## src/rtl/uart_tx_buffered_if.sv

```systemverilog
// Byte handshake between an on-chip producer and the buffered UART transmitter.
//   in_data  : byte offered by the producer
//   in_valid : producer has a byte on in_data this cycle
//   in_ready : transmitter accepts the byte on this cycle's rising edge
// master = producer side, slave = transmitter side.
interface uart_tx_buffered_if;
    logic [7:0] in_data;
    logic       in_valid;
    logic       in_ready;

    modport master (output in_data, output in_valid, input in_ready);
    modport slave  (input in_data, input in_valid, output in_ready);
endinterface

```

## src/rtl/uart_tx_buffered.sv

```systemverilog
// Buffered UART transmitter: bytes pushed over a valid/ready handshake are held
// in a circular FIFO and sent on tx as 8N1 frames (start, 8 data LSB first, stop).
// Ports:
//   clk     : system clock, rising edge
//   rst_n   : synchronous active-low reset
//   in_if   : producer handshake (in_data / in_valid / in_ready)
//   tx      : registered serial line, idles high
//   busy    : serializer is not in IDLE
//   count   : bytes waiting in the FIFO (not counting the one being shifted)
//
// state | meaning
// IDLE  | line high, waiting for a byte in the FIFO
// START | start bit (low) for CLKS_PER_BIT cycles
// DATA  | eight data bits, LSB first, CLKS_PER_BIT cycles each
// STOP  | stop bit (high); chains straight into START if more bytes wait
module uart_tx_buffered #(
    parameter int CLKS_PER_BIT = 234,
    parameter int DEPTH        = 16
) (
    input  logic                   clk,
    input  logic                   rst_n,
    uart_tx_buffered_if.slave      in_if,
    output logic                   tx,
    output logic                   busy,
    output logic [$clog2(DEPTH):0] count
);
    localparam int AW = $clog2(DEPTH);
    localparam int BW = $clog2(CLKS_PER_BIT);

    typedef enum logic [1:0] {IDLE, START, DATA, STOP} state_t;

    state_t         state, state_next;
    logic [7:0]     mem [DEPTH];
    logic [AW-1:0]  wr_ptr, rd_ptr;
    logic [7:0]     shift, shift_next;
    logic [2:0]     bit_cnt, bit_next;
    logic [BW-1:0]  baud_cnt, baud_next;
    logic           tx_next;
    logic           push, pop, baud_end;

    // Ready comes only from the registered count, so a pop on the same edge
    // never lets a push into a full FIFO.
    assign in_if.in_ready = rst_n && (count != (AW+1)'(DEPTH));
    assign push           = in_if.in_valid && in_if.in_ready;
    assign baud_end       = (baud_cnt == BW'(CLKS_PER_BIT - 1));
    assign busy           = (state != IDLE);

    always_comb begin
        state_next = state;
        shift_next = shift;
        bit_next   = bit_cnt;
        baud_next  = baud_cnt + BW'(1);
        pop        = 1'b0;
        case (state)
            IDLE: begin
                baud_next = '0;
                if (count != '0) begin
                    pop        = 1'b1;
                    shift_next = mem[rd_ptr];
                    bit_next   = '0;
                    state_next = START;
                end
            end
            START: begin
                if (baud_end) begin
                    baud_next  = '0;
                    state_next = DATA;
                end
            end
            DATA: begin
                if (baud_end) begin
                    baud_next  = '0;
                    shift_next = {1'b0, shift[7:1]};
                    bit_next   = bit_cnt + 3'd1;
                    if (bit_cnt == 3'd7) begin
                        state_next = STOP;
                    end
                end
            end
            STOP: begin
                if (baud_end) begin
                    baud_next = '0;
                    // Chain the next frame without an idle cycle.
                    if (count != '0) begin
                        pop        = 1'b1;
                        shift_next = mem[rd_ptr];
                        bit_next   = '0;
                        state_next = START;
                    end else begin
                        state_next = IDLE;
                    end
                end
            end
            default: state_next = IDLE;
        endcase

        // tx is registered from the next-state view so the line level lines up
        // exactly with the state it belongs to.
        case (state_next)
            START:   tx_next = 1'b0;
            DATA:    tx_next = shift_next[0];
            default: tx_next = 1'b1;
        endcase
    end

    always_ff @(posedge clk) begin
        if (!rst_n) begin
            state    <= IDLE;
            shift    <= '0;
            bit_cnt  <= '0;
            baud_cnt <= '0;
            tx       <= 1'b1;
            wr_ptr   <= '0;
            rd_ptr   <= '0;
            count    <= '0;
        end else begin
            state    <= state_next;
            shift    <= shift_next;
            bit_cnt  <= bit_next;
            baud_cnt <= baud_next;
            tx       <= tx_next;
            if (push) wr_ptr <= wr_ptr + AW'(1);
            if (pop)  rd_ptr <= rd_ptr + AW'(1);
            case ({push, pop})
                2'b10:   count <= count + (AW+1)'(1);
                2'b01:   count <= count - (AW+1)'(1);
                default: count <= count;
            endcase
        end
    end

    // Storage needs no reset: the pointers and count define what is valid.
    always_ff @(posedge clk) begin
        if (push) mem[wr_ptr] <= in_if.in_data;
    end
endmodule

```

## src/flat_wrapper.sv

```systemverilog
// flat-port wrapper written by rule: the top's interface ports become plain ports
module uart_tx_buffered_flat 
#(
    parameter int CLKS_PER_BIT = 234,
    parameter int DEPTH        = 16
)
  (clk, rst_n, tx, busy, count, in_if_in_data, in_if_in_valid, in_if_in_ready);
  uart_tx_buffered_if in_if_i ();
  input  logic clk;
  input  logic rst_n;
  output logic tx;
  output logic busy;
  output logic [$clog2(DEPTH):0] count;
  input wire logic [$bits(in_if_i.in_data)-1:0] in_if_in_data;
  input wire logic [$bits(in_if_i.in_valid)-1:0] in_if_in_valid;
  output wire logic [$bits(in_if_i.in_ready)-1:0] in_if_in_ready;
  assign in_if_i.in_data = in_if_in_data;
  assign in_if_i.in_valid = in_if_in_valid;
  assign in_if_in_ready = in_if_i.in_ready;
  uart_tx_buffered #(.CLKS_PER_BIT(CLKS_PER_BIT), .DEPTH(DEPTH)) u_core (.clk(clk), .rst_n(rst_n), .in_if(in_if_i), .tx(tx), .busy(busy), .count(count));
endmodule
```

## config.mk

```make
export PLATFORM = sky130hd
export DESIGN_NAME = uart_tx_buffered_flat
export DESIGN_NICKNAME = d
export VERILOG_FILES = /design/src/rtl/uart_tx_buffered_if.sv /design/src/rtl/uart_tx_buffered.sv /design/src/flat_wrapper.sv
export SDC_FILE = /design/constraint.sdc
export NUM_CORES = 1
export LEC_CHECK = 0
export ABC_AREA = 1
export CORE_UTILIZATION = 45
export DETAILED_ROUTE_END_ITERATION = 6
export PLACE_DENSITY_LB_ADDON = 0.2
export RECOVER_POWER = 50
export SLEW_MARGIN = 20
export SYNTH_ARGS = -nofsm -noshare
export SYNTH_HDL_FRONTEND = slang
export SYNTH_SLANG_ARGS = --single-unit
export TNS_END_PERCENT = 1
```

## constraint.sdc

```tcl
create_clock -name clk -period 2.3 [get_ports clk]
set_input_delay 0.69 -clock clk [delete_from_list [all_inputs] [get_ports clk]]
set_output_delay 0.69 -clock clk [all_outputs]
set_load 0.01 [all_outputs]
```

==> out/results.ini <==
[route]
wirelength_mm=16.2
first_iter_violations=498
viasPerCell=5.27
drc=0
ant_nets=0
vias=5108
wire_per_inst_um=16.7
first_pass_iters=7

[setup_path]
cpPeakStageDelay_ns=0.52
crit_type=primary input to primary output
cp_slowest_cell=clkdlybuf4s50_1
required_ns=1.61
crit_fanout=3
critPathCaptureType=primary output
cp.arrival_ns=1.57
worstPathCellList=clkdlybuf4s50_1 -> nand2_1 -> inv_1 -> dlygate4sd2_1
worst-path-buf-inv=3
worst_path_dominant_cell_family=buffers and inverters
critPathLaunchType=primary input

[power]
p_leak_nw=3.19
ir_worst_vdd_mv=0.895
p_per_area_nw_per_um2=1140

[logic_synthesis]
yosysUniqueCellTypes=44
synth_area_leader_cell=edfxtp_1
synth_top_area_share_pct=52.4
yosys-top-cells-area=edfxtp_1, dfxtp_1, nor2_1, o21ai_0, nand2_1
ys.flop_type=edfxtp_1
synth_cells=683
syn_avg_cell_area_sq_um=10.7
yosys_warnings=0
synth_common_cells=nor2_1, edfxtp_1, nand2_1
ys_async_sr_fraction_pct=0
seq_area_frac_synth_pct=63.1
synth.most_common_cell=nor2_1
synth.cell_area_sq_um=7330
synth_seq_cells=167
synth_edf_count=128
syn_nets=711

[sta]
relSlewSlack_pct=53.0
finalHoldViolCount=0
whs_ns=0.438
setup_viol_count_final=0
post-route-period-util_pct=98.2
fin_skew_ns=0.00540
fmax_mhz=443
slew_violations=0
tightest_slew_ns=0.704
fin_crit_ns=2.26
rsz0062_at_grt=true
fin_ws_ns=0.0422
setup-tns-final_ns=0

[global_route]
grt_pass1_wl_mm=25.7
antenna_found_initial=0
grt_pass1_vias=4929
grt_max_degree=48
grt-ovfl-total=0
grt_use_total_pct=20.7

[finish]
antenna_cells=0
design_area_sq_um=8660
area_growth_pct=18.1
fin_cells=970
fin_nets=769
multi_input_area_sq_um=2390
regArea_sq_um=4630
drive_above_1_share_pct=16.0
fillCellCount=1350

[placement]
pre_cts_slack_ns=-0.314
dp_cells=935
placed_cell_area_sq_um=7960
portBuffers=18
place_congestion=0.842
dp_hpwl_mm=10.8

[clock_tree]
htree_levels=4
cts_tree=yes
root_buffer=clkbuf_16
ctsLongestPathBuffers=2
cts_hold_buffers=0
clkSinkCount=167
numCtsBuffers=17
clk_pin_slew_worst_paths_ns=0.06
insertion_delay_ns=0.43

[run_status]
outcome=complete, no violations

[min_path]
hp-class=register to register

[die]
io_pins=19
die_w_um=130
die_y_um=130
dieArea_sq_um=16800
rows=46
core_sq_um=15900
start_util_pct=46.1

[flow_run]
maxCapViolCount=0

==> flip-flops by register name (all words and copies together) (netlist names), named ones only <==
| register | cells |
|---|---|
| u_core.baud_cnt | 8 |
| u_core.bit_cnt | 3 |
| u_core.count | 5 |
| u_core.mem | 128 |
| u_core.rd_ptr | 4 |
| u_core.shift | 8 |
| u_core.state | 2 |
| u_core.tx | 1 |
| u_core.wr_ptr | 4 |
==> final timing paths <==
check             depth (start not counted)  slack, ns                          start                       endpoint
setup reg to reg                         19       0.14  u_core.baud_cnt[1]$_SDFF_PP0_   u_core.count[4]$_SDFFE_PN0P_
setup / recovery                          4       0.04                          rst_n                 in_if_in_ready
hold / removal                            1       0.44  u_core.baud_cnt[0]$_SDFF_PP0_  u_core.baud_cnt[0]$_SDFF_PP0_
hold reg to reg                           1       0.44  u_core.baud_cnt[0]$_SDFF_PP0_  u_core.baud_cnt[0]$_SDFF_PP0_
==> area by class of cell <==
class,count,share of cell area [%]
Inverter,45,2.18
Tap cell,216,3.12
Clock inverter,14,2.37
Timing Repair Buffer,66,6.32
Sequential cell,167,53.5
Clock buffer,18,4.96
Multi-Input combinational cell,444,27.6
==> report_power, final <==
part	total, mW	switching (mW)	internal, mW
Sequential	3.63	0.187	3.45
Combinational	3.21	1.97	1.24
Clock	3.04	1.13	1.92
==> placed cells by master, fill, tap and decap left out, types with 2 or more instances in the layout <==
cell type        instances
clkinv_2                 3
xor2_1                   3
nand2_4                  5
a21o_1                   2
edfxtp_1               128
nor3_1                   5
clkbuf_1                 2
and3_1                   3
nor2_1                 136
nor2_4                   4
nand3_1                 28
dfxtp_1                 34
nand4_2                  2
a21oi_1                 27
clkbuf_16               17
clkdlybuf4s50_1          8
buf_4                   46
ha_1                    14
dlygate4sd3_1            8
ha_2                     2
o22ai_1                  4
inv_2                    5
o221ai_1                 2
clkinv_4                 3
bufinv_16                5
nor2_2                   3
nand3_2                  3
clkinv_1                 2
dlygate4sd2_1            2
inv_1                   36
o21ai_0                 62
o211ai_1                26
dfxtp_2                  5
o21ai_1                 26
a21oi_2                  2
nand2_1                 68
nand2_2                  3
clkinvlp_4               2
inv_6                    3
==> worst register-to-register path, cell delays in order (launching register included) <==
cell     delay (ns)
dfxtp_2        0.33
inv_1          0.05
ha_2           0.16
inv_2          0.05
nor2_4         0.10
nand3_2        0.11
nand2_4        0.11
inv_6          0.05
nor2_8         0.12
ha_4           0.16
xnor2_2        0.12
inv_1          0.07
ha_2           0.17
inv_2          0.07
nand2_4        0.06
nand2_2        0.07
nand3_1        0.08
nand2_1        0.08
nand2_1        0.06
a21oi_2        0.10
==> logic make-up after synthesis <==
family,count (synthesis),share of synthesized area (%)
adders and majority gates,17,2.90
buffers and inverters,72,4.90
xor gates and xnor gates,5,0.598
and+or+nand+nor,265,16.2
AOI/OAI and AO/OA,157,12.3
DFF,167,63.1
==> per-stage QoR <==
step | util [%] | power [mW]
after floorplan | - | 5.85
after global placement | 50.1 | 6.65
after detailed placement | 50.1 | 6.74
after CTS | 54.1 | 9.79
after global routing | 54.5 | 10.5
final | 54.5 | 9.88
==> layer usage <==
layer	wire [um]	track usage [%]	share of wire, %	up-vias
li1	-	-	-	2502
met1	7530	28.1	47	2483
met2	7750	32.8	48	98
met3	564	3.63	3.5	25
met4	324	8.55	2.0	0
met5	0	0	0	-
==> repair_timing <==
| item | CTS | global route |
|---|---|---|
| gates resized for setup | 4 | 13 |
| pin swaps | 0 | 6 |
| setup endpoints to repair | 4 | 3 |
| setup buffers | 0 | 3 |
No activity file was read; power rests on OpenSTA's default activity.
